$ cat config.mk
export PLATFORM = sky130hd
export DESIGN_NAME = id_ex_stage_reg
export DESIGN_NICKNAME = d
export VERILOG_FILES = /design/src/rtl/pipe_pkg.sv /design/src/rtl/fwd_sel_unit.sv /design/src/rtl/mux2_1_64.sv /design/src/rtl/id_ex_stage_reg.sv
export SDC_FILE = /design/constraint.sdc
export NUM_CORES = 1
export LEC_CHECK = 0
export CELL_PAD_IN_SITES_DETAIL_PLACEMENT = 0
export CELL_PAD_IN_SITES_GLOBAL_PLACEMENT = 1
export CORE_AREA = 2 2 254 256
export DETAILED_ROUTE_END_ITERATION = 8
export DIE_AREA = 0 0 256 258
export PLACE_DENSITY_LB_ADDON = 0.1
export SYNTH_ARGS = -nofsm -noshare
export SYNTH_HDL_FRONTEND = slang
export SYNTH_SLANG_ARGS = --single-unit
$ cat constraint.sdc
create_clock -name clk -period 5.3 [get_ports clk]
set_input_delay 0.795 -clock clk [delete_from_list [all_inputs] [get_ports clk]]
set_output_delay 0.795 -clock clk [all_outputs]
set_load 0.02 [all_outputs]
$ cat src/rtl/pipe_pkg.sv
// Shared definitions for the LEGv8 pipeline: zero register number,
// forwarding-select encoding, default control-bundle width and a
// register-match helper used by the bypass and write-through logic.
package pipe_pkg;

    localparam logic [4:0] XZR        = 5'd31;
    localparam int         CTRL_W_DEF = 16;

    typedef enum logic [1:0] {
        FWD_REG   = 2'b00,
        FWD_MEMWB = 2'b01,
        FWD_EXMEM = 2'b10
    } fwd_sel_e;

    // A writing stage matches a source when it writes that register and the
    // register is not XZR (XZR always reads as zero, never bypassed).
    function automatic logic reg_match(input logic       wr,
                                       input logic [4:0] rd,
                                       input logic [4:0] src);
        return wr && (rd == src) && (src != XZR);
    endfunction

endpackage

$ cat src/rtl/fwd_sel_unit.sv
// Forwarding selector for one ALU operand. EX/MEM has priority over MEM/WB
// because it carries the younger result.
module fwd_sel_unit
    import pipe_pkg::*;
(
    input  logic [4:0] src_i,
    input  logic       exmem_reg_write_i,
    input  logic [4:0] exmem_rd_i,
    input  logic       memwb_reg_write_i,
    input  logic [4:0] memwb_rd_i,
    output fwd_sel_e   sel_o
);

    // Pick the youngest stage producing the source register.
    always_comb begin
        sel_o = FWD_REG;
        if (reg_match(exmem_reg_write_i, exmem_rd_i, src_i)) begin
            sel_o = FWD_EXMEM;
        end else if (reg_match(memwb_reg_write_i, memwb_rd_i, src_i)) begin
            sel_o = FWD_MEMWB;
        end else begin
            sel_o = FWD_REG;
        end
    end

endmodule

$ cat src/rtl/mux2_1_64.sv
// 64-bit 2:1 multiplexer: sel_i=0 -> a_i, sel_i=1 -> b_i.
module mux2_1_64 (
    input  logic        sel_i,
    input  logic [63:0] a_i,
    input  logic [63:0] b_i,
    output logic [63:0] y_o
);

    assign y_o = sel_i ? b_i : a_i;

endmodule

$ cat src/rtl/id_ex_stage_reg.sv
// ID/EX pipeline register of the 5-stage LEGv8 core. Latches decoded
// operands/control, detects load-use hazards and drives forwarded ALU
// operands. Optional perf counters enabled by defining ID_EX_PERF_CNT_EN.
module id_ex_stage_reg
    import pipe_pkg::*;
#(
    parameter int CTRL_W = CTRL_W_DEF
) (
    input  logic              clk,
    input  logic              reset,
    input  logic              flush,
    input  logic              hold,
    input  logic              id_valid,
    input  logic [63:0]       id_rd1,
    input  logic [63:0]       id_rd2,
    input  logic [63:0]       id_imm,
    input  logic [4:0]        id_rn,
    input  logic [4:0]        id_rm,
    input  logic [4:0]        id_rd,
    input  logic              id_reg_write,
    input  logic              id_mem_read,
    input  logic [CTRL_W-1:0] id_ctrl,
    input  logic              exmem_reg_write,
    input  logic [4:0]        exmem_rd,
    input  logic [63:0]       exmem_result,
    input  logic              memwb_reg_write,
    input  logic [4:0]        memwb_rd,
    input  logic [63:0]       memwb_result,
    output logic              load_use_stall,
    output logic              ex_valid,
    output logic [63:0]       ex_op_a,
    output logic [63:0]       ex_op_b,
    output logic [63:0]       ex_imm,
    output logic [4:0]        ex_rd,
    output logic              ex_reg_write,
    output logic              ex_mem_read,
    output logic [CTRL_W-1:0] ex_ctrl,
    output logic [1:0]        fwd_a_sel,
    output logic [1:0]        fwd_b_sel,
    output logic [31:0]       bubble_cnt,
    output logic [31:0]       hold_cnt
);

    logic              valid_q, valid_d;
    logic [63:0]       rd1_q, rd1_d, rd2_q, rd2_d, imm_q, imm_d;
    logic [4:0]        rn_q, rn_d, rm_q, rm_d, rd_q, rd_d;
    logic              reg_write_q, reg_write_d, mem_read_q, mem_read_d;
    logic [CTRL_W-1:0] ctrl_q, ctrl_d;
    fwd_sel_e          sel_a_s, sel_b_s;
    logic [63:0]       mid_a_s, mid_b_s;

    // Load-use hazard: the load in EX cannot bypass to the consumer in ID.
    always_comb begin
        load_use_stall = id_valid && valid_q && mem_read_q && (rd_q != XZR) &&
                         ((rd_q == id_rn) || (rd_q == id_rm));
    end

    // Next-state selection: reset > flush > hold > load-use bubble > load.
    always_comb begin
        valid_d     = valid_q;
        rd1_d       = rd1_q;
        rd2_d       = rd2_q;
        imm_d       = imm_q;
        rn_d        = rn_q;
        rm_d        = rm_q;
        rd_d        = rd_q;
        reg_write_d = reg_write_q;
        mem_read_d  = mem_read_q;
        ctrl_d      = ctrl_q;
        if (reset || flush || (!hold && load_use_stall)) begin
            valid_d     = 1'b0;
            rd1_d       = 64'd0;
            rd2_d       = 64'd0;
            imm_d       = 64'd0;
            rn_d        = 5'd0;
            rm_d        = 5'd0;
            rd_d        = 5'd0;
            reg_write_d = 1'b0;
            mem_read_d  = 1'b0;
            ctrl_d      = '0;
        end else if (hold) begin
            // Frozen, but keep the value retiring from MEM/WB during the freeze.
            if (reg_match(memwb_reg_write, memwb_rd, rn_q)) begin
                rd1_d = memwb_result;
            end else begin
                rd1_d = rd1_q;
            end
            if (reg_match(memwb_reg_write, memwb_rd, rm_q)) begin
                rd2_d = memwb_result;
            end else begin
                rd2_d = rd2_q;
            end
        end else begin
            valid_d     = id_valid;
            imm_d       = id_imm;
            rn_d        = id_rn;
            rm_d        = id_rm;
            rd_d        = id_rd;
            reg_write_d = id_reg_write;
            mem_read_d  = id_mem_read;
            ctrl_d      = id_ctrl;
            // Register-file write-through for a same-cycle MEM/WB write.
            rd1_d = reg_match(memwb_reg_write, memwb_rd, id_rn) ? memwb_result : id_rd1;
            rd2_d = reg_match(memwb_reg_write, memwb_rd, id_rm) ? memwb_result : id_rd2;
        end
    end

    // Pipeline register state update.
    always_ff @(posedge clk) begin
        valid_q     <= valid_d;
        rd1_q       <= rd1_d;
        rd2_q       <= rd2_d;
        imm_q       <= imm_d;
        rn_q        <= rn_d;
        rm_q        <= rm_d;
        rd_q        <= rd_d;
        reg_write_q <= reg_write_d;
        mem_read_q  <= mem_read_d;
        ctrl_q      <= ctrl_d;
    end

    fwd_sel_unit u_fwd_a (
        .src_i(rn_q), .exmem_reg_write_i(exmem_reg_write), .exmem_rd_i(exmem_rd),
        .memwb_reg_write_i(memwb_reg_write), .memwb_rd_i(memwb_rd), .sel_o(sel_a_s)
    );
    fwd_sel_unit u_fwd_b (
        .src_i(rm_q), .exmem_reg_write_i(exmem_reg_write), .exmem_rd_i(exmem_rd),
        .memwb_reg_write_i(memwb_reg_write), .memwb_rd_i(memwb_rd), .sel_o(sel_b_s)
    );

    mux2_1_64 u_mux_a_wb (.sel_i(sel_a_s == FWD_MEMWB), .a_i(rd1_q),   .b_i(memwb_result), .y_o(mid_a_s));
    mux2_1_64 u_mux_a_ex (.sel_i(sel_a_s == FWD_EXMEM), .a_i(mid_a_s), .b_i(exmem_result), .y_o(ex_op_a));
    mux2_1_64 u_mux_b_wb (.sel_i(sel_b_s == FWD_MEMWB), .a_i(rd2_q),   .b_i(memwb_result), .y_o(mid_b_s));
    mux2_1_64 u_mux_b_ex (.sel_i(sel_b_s == FWD_EXMEM), .a_i(mid_b_s), .b_i(exmem_result), .y_o(ex_op_b));

    assign fwd_a_sel    = sel_a_s;
    assign fwd_b_sel    = sel_b_s;
    assign ex_valid     = valid_q;
    assign ex_imm       = imm_q;
    assign ex_rd        = rd_q;
    assign ex_reg_write = reg_write_q;
    assign ex_mem_read  = mem_read_q;
    assign ex_ctrl      = ctrl_q;

`ifdef ID_EX_PERF_CNT_EN
    logic [31:0] bubble_cnt_q, bubble_cnt_d, hold_cnt_q, hold_cnt_d;
    logic        bubble_evt_s, hold_evt_s;

    // Saturating counts of loaded bubbles and hold cycles.
    always_comb begin
        bubble_evt_s = flush || (!hold && load_use_stall);
        hold_evt_s   = hold && !flush;
        if (reset) begin
            bubble_cnt_d = 32'd0;
            hold_cnt_d   = 32'd0;
        end else begin
            bubble_cnt_d = (bubble_evt_s && (bubble_cnt_q != 32'hFFFF_FFFF)) ? bubble_cnt_q + 32'd1 : bubble_cnt_q;
            hold_cnt_d   = (hold_evt_s && (hold_cnt_q != 32'hFFFF_FFFF)) ? hold_cnt_q + 32'd1 : hold_cnt_q;
        end
    end

    // Counter state update.
    always_ff @(posedge clk) begin
        bubble_cnt_q <= bubble_cnt_d;
        hold_cnt_q   <= hold_cnt_d;
    end

    assign bubble_cnt = bubble_cnt_q;
    assign hold_cnt   = hold_cnt_q;
`else
    assign bubble_cnt = 32'd0;
    assign hold_cnt   = 32'd0;
`endif

endmodule

==> flow_summary.yaml, run 1 <==
logic_synthesis:
  synthMuxAreaShare: 0.1814
  yosysWarnings: 0
  synthAdderAreaFrac: 0
  ys_seq_elements: 226
  synth-simple-area-share: 0.1079
  netlist_area_um2: 12470
  synth_xor_area_frac: 0.02850
  synth.avg_cell_area_um2: 8.477
  syn_inst: 1471
  synth_compound_area_frac: 0.2158
  yosysUniqueCellTypes: 39
  synth_top_family_by_area: "compound AO/OA/AOI/OAI gates"
  seq_area_frac_synth: 0.3628
clock_tree:
  cts_tree: "yes"
  cts_root_buf: "clkbuf_16"
  clkLatencyLatePin_ns: 0.57
  cts.sinks: 226
  clk_path_buf_depth: 3
  cts_buffers: 31
  hold_buffers: 0
  htreeDepth: 1
  cts_resized: 0
  cts_setup_buffers: 0
  clk_pin_slew_ns: 0.06
floorplanning:
  io_pins: 655
  row_count: 93
  fp.dieW_um: 256
  die_area_um2: 66050
  initial_utilization: 0.1959
  die_h_um: 258
  core_area_um2: 63650
finish:
  syn_to_final_growth_pct: 58.98
  final_cells: 2871
  final_common_cell: "clkdlybuf4s50_1"
  nNetsFinal: 2354
  post-route-util: 0.3115
  stdcell_area_um2: 19820
  drive_above_1_share: 0.04532
  final_cell_mix: "589 x clkdlybuf4s50_1, 226 x mux2i_1, 226 x dfxtp_1"
worst_setup_path:
  cp-end-kind: "output port"
  crit_path_start_kind: "input port"
  crit_top_cell: "clkdlybuf4s50_1"
  arrival_ns: 3.58
  critPathMaxFanout: 29
  r2r_slack_ns: 2.82
  crit_slowest_cell: "clkdlybuf4s50_1"
  reg2reg_to: "rd1_q[3]"
  worst-path-stages: 8
  crit_buf_inv: 3
  critPathMaxStageDelay_ns: 0.65
  crit_chain: "clkdlybuf4s50_1, xnor2_1, nand4_2, nor2_8, buf_12, mux2i_1, o21ai_0, clkdlybuf4s50_1"
  crit_type: "input port to output port"
  path_delay_family: "buffers and inverters"
  ff2ff_path_depth: 6
  worstPathRequired_ns: 4.51
  regToRegStartpoint: "rn_q[2]"
pwr:
  cellLeakagePower_nw: 6.869
  power_mw: 4.919
  peakVddDrop_uv: 231.4
  p_per_area_nw_per_um2: 248.1
placement:
  numPortBuffers: 590
  dpl_cell_area_um2: 18760
  place.gp.congestion: 0.8068
  dpl.cell_count: 2806
  hpwl_um: 44360
route:
  drt_pass1_iterations: 5
  wl_per_cell_um: 21.70
  avgViaCountPerCell: 4.382
  antenna_left: 0
  finalWirelength_um: 62300
  via_count: 12580
  drt_iter0_markers: 566
  drc: 0
sta:
  worst_pin_slew_ns: 1.058
  finalSetupTns_ns: 0
  setup_viol: 0
  rsz0062_at_grt: "false"
  max_clock_freq_mhz: 228.4
  relSlewSlack: 0.2947
  drv_slew: 0
  min_period_over_period: 0.8260
  min_period_ns: 4.378
  worst_clock_skew_ns: 0.009955
  finalHoldViolCount: 0
worst_hold_path:
  hold_path_class: "register to register"
  holdPathStages: 2
  min_to: "rd2_q[6]"
  min_from: "rd2_q[6]"
run_status:
  status: "finished, final reports clean"
grt:
  antenna_found_initial: 18
  overflow: 0
  grt_pass1_vias: 12550
  grt_max_degree: 123
  grt_pass1_wl_um: 89330
  track_usage: 0.1786
run:
  cap_violations: 0
==> metrics by stage <==
stage,hold WS [ns],worst slack (ns)
after global placement,0.4377,0.8639
after CTS,0.4504,0.8627
after floorplan,0.4304,2.175
final,0.4478,0.9220
after detailed placement,0.4436,0.8558
after global routing,0.4697,0.7262
==> worst min-delay path: stages (launching register included) <==
cell and delay [ns]:
dfxtp_1 0.31, nand2_1 0.05, a21oi_1 0.05
==> report_power, final <==
group | leakage, nW | internal, mW | switching, mW
clock network | 0.525 | 1.32 | 0.831
registers | 1.84 | 1.76 | 0.0368
logic | 4.50 | 0.495 | 0.481
total | 6.87 | 3.57 | 1.35
==> metal layers <==
metal | wire [µm] | part of all wire | GRT usage
met1 | 25910 | 0.42 | 0.2126
met2 | 31400 | 0.50 | 0.3203
met3 | 4185 | 0.067 | 0.05261
met4 | 668 | 0.011 | 0.03086
met5 | 138 | 0.0022 | 0
==> cells by family after synthesis <==
kind of cell           Yosys count
multiplexers                   226
other                            1
XOR/XNOR                        38
flip-flops                     226
AND/OR/NAND/NOR                328
AO/OA/AOI/OAI                  459
buffers and inverters          193
==> Yosys cell counts (all sizes together) <==
cell / n / area share
inv: 2 / 0.00060
dfxtp: 226 / 0.36
conb: 1 / 0.00030
nand3: 4 / 0.0016
o32ai: 1 / 0.0022
and3: 1 / 0.00050
nand4: 8 / 0.0045
a22oi: 129 / 0.078
buf: 152 / 0.090
mux2i: 226 / 0.18
o31a: 3 / 0.0021
o31ai: 1 / 0.00060
xor2: 14 / 0.0098
o21ai: 192 / 0.077
nor2: 107 / 0.034
clkbuf: 39 / 0.013
nor4: 2 / 0.0020
nor2b: 1 / 0.00050
a21oi: 130 / 0.052
o21a: 1 / 0.00060
nand2: 196 / 0.059
nand4b: 1 / 0.00070
xnor2: 24 / 0.019
nor3: 6 / 0.0045
and2: 2 / 0.0010
o211ai: 2 / 0.0027
==> flip-flops by register name, summed over array words and instances, names as in the netlist <==
signal / cells
ex_mem_read: 1
rm_q: 5
rd2_q: 64
ex_rd: 5
rd1_q: 64
rn_q: 5
ex_imm: 64
ex_valid: 1
ex_reg_write: 1
ex_ctrl: 16
==> cell type report <==
type / count / area [µm²]
well taps: 855 / 1070
flip-flops and latches: 226 / 4524
clock buffers: 48 / 949.7
diodes: 8 / 20.02
repair buffers: 608 / 6205
fillers: 6739 / 43830
multi-input cells: 1115 / 6949
inverters: 2 / 7.507
clock inverters: 9 / 98.84
==> worst max path at each step <==
stage / to / startpoint
floorplan: ex_op_b[11] / memwb_rd[2]
global placement: ex_op_b[2] / memwb_rd[3]
detailed placement: ex_op_b[27] / memwb_rd[3]
CTS: ex_op_b[27] / memwb_rd[3]
global route: ex_op_b[23] / memwb_rd[1]
finish: ex_op_b[15] / memwb_rd[3]
No activity file was read; power rests on OpenSTA's default activity.
==> inputs of run 2 (changes only) <==
CORE_AREA = 2 2 255 257   (was 2 2 254 256)
DIE_AREA = 0 0 257 259   (was 0 0 256 258)
clock period = 4.5 ns   (was 5.3 ns; I/O delays follow)
==> run 2 against run 1 <==
Combinational power up 18%. Wire length up 0.45%. Die area up 0.78%. Register-to-register slack worse by 0.77 ns. Non-clock buffer count up 10. Power up 20%. Cell area up 0.66%. Sequential cell count unchanged. Sequential share of layout area down 0.15 points. Via count about the same. Largest cell class unchanged.
==> flow_summary.yaml, run 2 (synthesized netlist as in run 1, its figures left out) <==
worst_setup_path:
  crit_chain: "clkdlybuf4s50_1, xnor2_1, nand3_1, nor3_4, buf_12, buf_12, mux2i_1, o21ai_0, clkdlybuf4s50_1"
  critPathLaunch: "memwb_rd[0]"
  critPathMaxStageDelay_ns: 0.68
  path_delay_family: "buffers and inverters"
  ff2ff_path_depth: 6
  crit_slowest_cell: "clkdlybuf4s50_1"
  critPathMaxFanout: 26
  crit_type: "input port to output port"
  regToRegStartpoint: "rn_q[0]"
  worstPathRequired_ns: 3.83
  cp-end-kind: "output port"
  r2r_slack_ns: 2.05
  arrival_ns: 3.49
  crit_end: "ex_op_a[2]"
  reg2reg_to: "rd1_q[63]"
  worst-path-stages: 9
  crit_path_start_kind: "input port"
  crit_buf_inv: 4
finish:
  ff_latch_area_um2: 4524
  multiInputGateArea_um2: 6949
  final_cells: 2878
  fillers: 6756
  syn_to_final_growth_pct: 60.03
  drive_above_1_share: 0.04906
  final_cell_mix: "589 x clkdlybuf4s50_1, 226 x mux2i_1, 226 x dfxtp_1"
  nNetsFinal: 2364
  final_common_cell: "clkdlybuf4s50_1"
sta:
  max_clock_freq_mhz: 239.9
  relSlewSlack: 0.3418
  min_period_over_period: 0.9262
  worst_slack_ns: 0.3320
  finalSetupTns_ns: 0
  rsz0062_at_grt: "false"
  min_period_ns: 4.168
  worst_clock_skew_ns: 0.01055
  worst_pin_slew_ns: 0.9873
  setup_viol: 0
  finalHoldViolCount: 0
  drv_slew: 0
floorplanning:
  die_area_um2: 66560
  io_pins: 655
  row_count: 93
  fp.dieW_um: 257
  initial_utilization: 0.1952
  die_h_um: 259
  core_area_um2: 63880
placement:
  hpwl_um: 44760
  dp_slack_ns: 0.1234
  numPortBuffers: 590
  dpl.cell_count: 2815
  place.gp.congestion: 0.8388
clock_tree:
  cts_root_buf: "clkbuf_16"
  cts_tree: "yes"
  cts.sinks: 226
  clk_path_buf_depth: 3
  cts_buffers: 31
  clk_pin_slew_ns: 0.05
  clkLatencyLatePin_ns: 0.58
  htreeDepth: 1
pwr:
  cellLeakagePower_nw: 6.939
  p_per_area_nw_per_um2: 295.3
  peakVddDrop_uv: 300.3
worst_hold_path:
  hold_path_class: "register to register"
grt:
  grt_pass1_vias: 12800
  overflow: 0
  grt_max_degree: 135
  grt_pass1_wl_um: 89080
  track_usage: 0.1772
  antenna_found_initial: 18
route:
  avgViaCountPerCell: 4.375
  finalWirelength_um: 62580
  antenna_left: 0
  via_count: 12590
  drc: 0
  wl_per_cell_um: 21.74
  drt_pass1_iterations: 7
  drt_iter0_markers: 625
run_status:
  status: "finished, final reports clean"
run:
  cap_violations: 0
-- run 2: cell types whose count changed in the layout (fill, tap and decap cells not counted) --
cell / previous run / this run
buf_4: 5 / 13
buf_12: 13 / 16
diode_2: 8 / 5
bufinv_16: 2 / 4
clkbuf_1: 6 / 8
clkbuf_8: 11 / 9
clkinv_2: 6 / 4
buf_6: 1 / 0
-- run 2: repair_timing --
item | CTS | global route
setup endpoints to repair | 0 | 2
hold buffers | 0 | 0
setup buffers | 0 | 1
gates resized for setup | 0 | 0
-- run 2: where the power goes --
| part | internal, mW | total [mW] | switching (mW) |
|---|---|---|---|
| registers | 2.07 | 2.11 | 0.0423 |
| clock network | 1.63 | 2.63 | 0.992 |
| logic | 0.586 | 1.15 | 0.568 |
-- run 2: tightest hold or removal path: stages (launching register included) --
cell	delay, ns
dfxtp_1	0.31
nand2_1	0.05
a21oi_1	0.05
-- run 2: area by class of cell --
class / instances / area share
Timing Repair Buffer: 618 / 0.3164
Clock buffer: 48 / 0.04659
Inverter: 2 / 0.0003762
Antenna cell: 5 / 0.0006270
Multi-Input combinational cell: 1115 / 0.3482
Sequential cell: 226 / 0.2267
Clock inverter: 9 / 0.007461
Tap cell: 855 / 0.05361
-- run 2: worst min path at each step --
stage	start	to	slack, ns	cells after the start
2_1_floorplan	rd2_q[23]	rd2_q[23]	0.43	2
3_3_place_gp	rd2_q[62]	rd2_q[62]	0.44	2
3_5_place_dp	rd2_q[59]	rd2_q[59]	0.45	2
4_1_cts	rd2_q[59]	rd2_q[59]	0.45	2
5_1_grt	rd2_q[26]	rd2_q[26]	0.47	2
6_report	rd2_q[45]	rd2_q[45]	0.45	2
-- run 2: layer usage --
layer / vias up / GRT usage / wire, µm
li1: 6133 / - / -
met1: 5969 / 0.2149 / 26020
met2: 397 / 0.3132 / 31130
met3: 67 / 0.05302 / 4450
met4: 24 / 0.02762 / 822
met5: - / 0 / 161
-- run 2: metrics by stage --
stage               hold WS, ns    util  cell area (µm²)  power [mW]
floorplan                0.4304       -            12710       2.699
global placement         0.4397  0.2950            18840       3.319
detailed placement       0.4455  0.2950            18840       3.320
CTS                      0.4537  0.3119            19920       6.022
global route             0.4702  0.3123            19950       6.157
finish                   0.4523  0.3124            19960       5.892
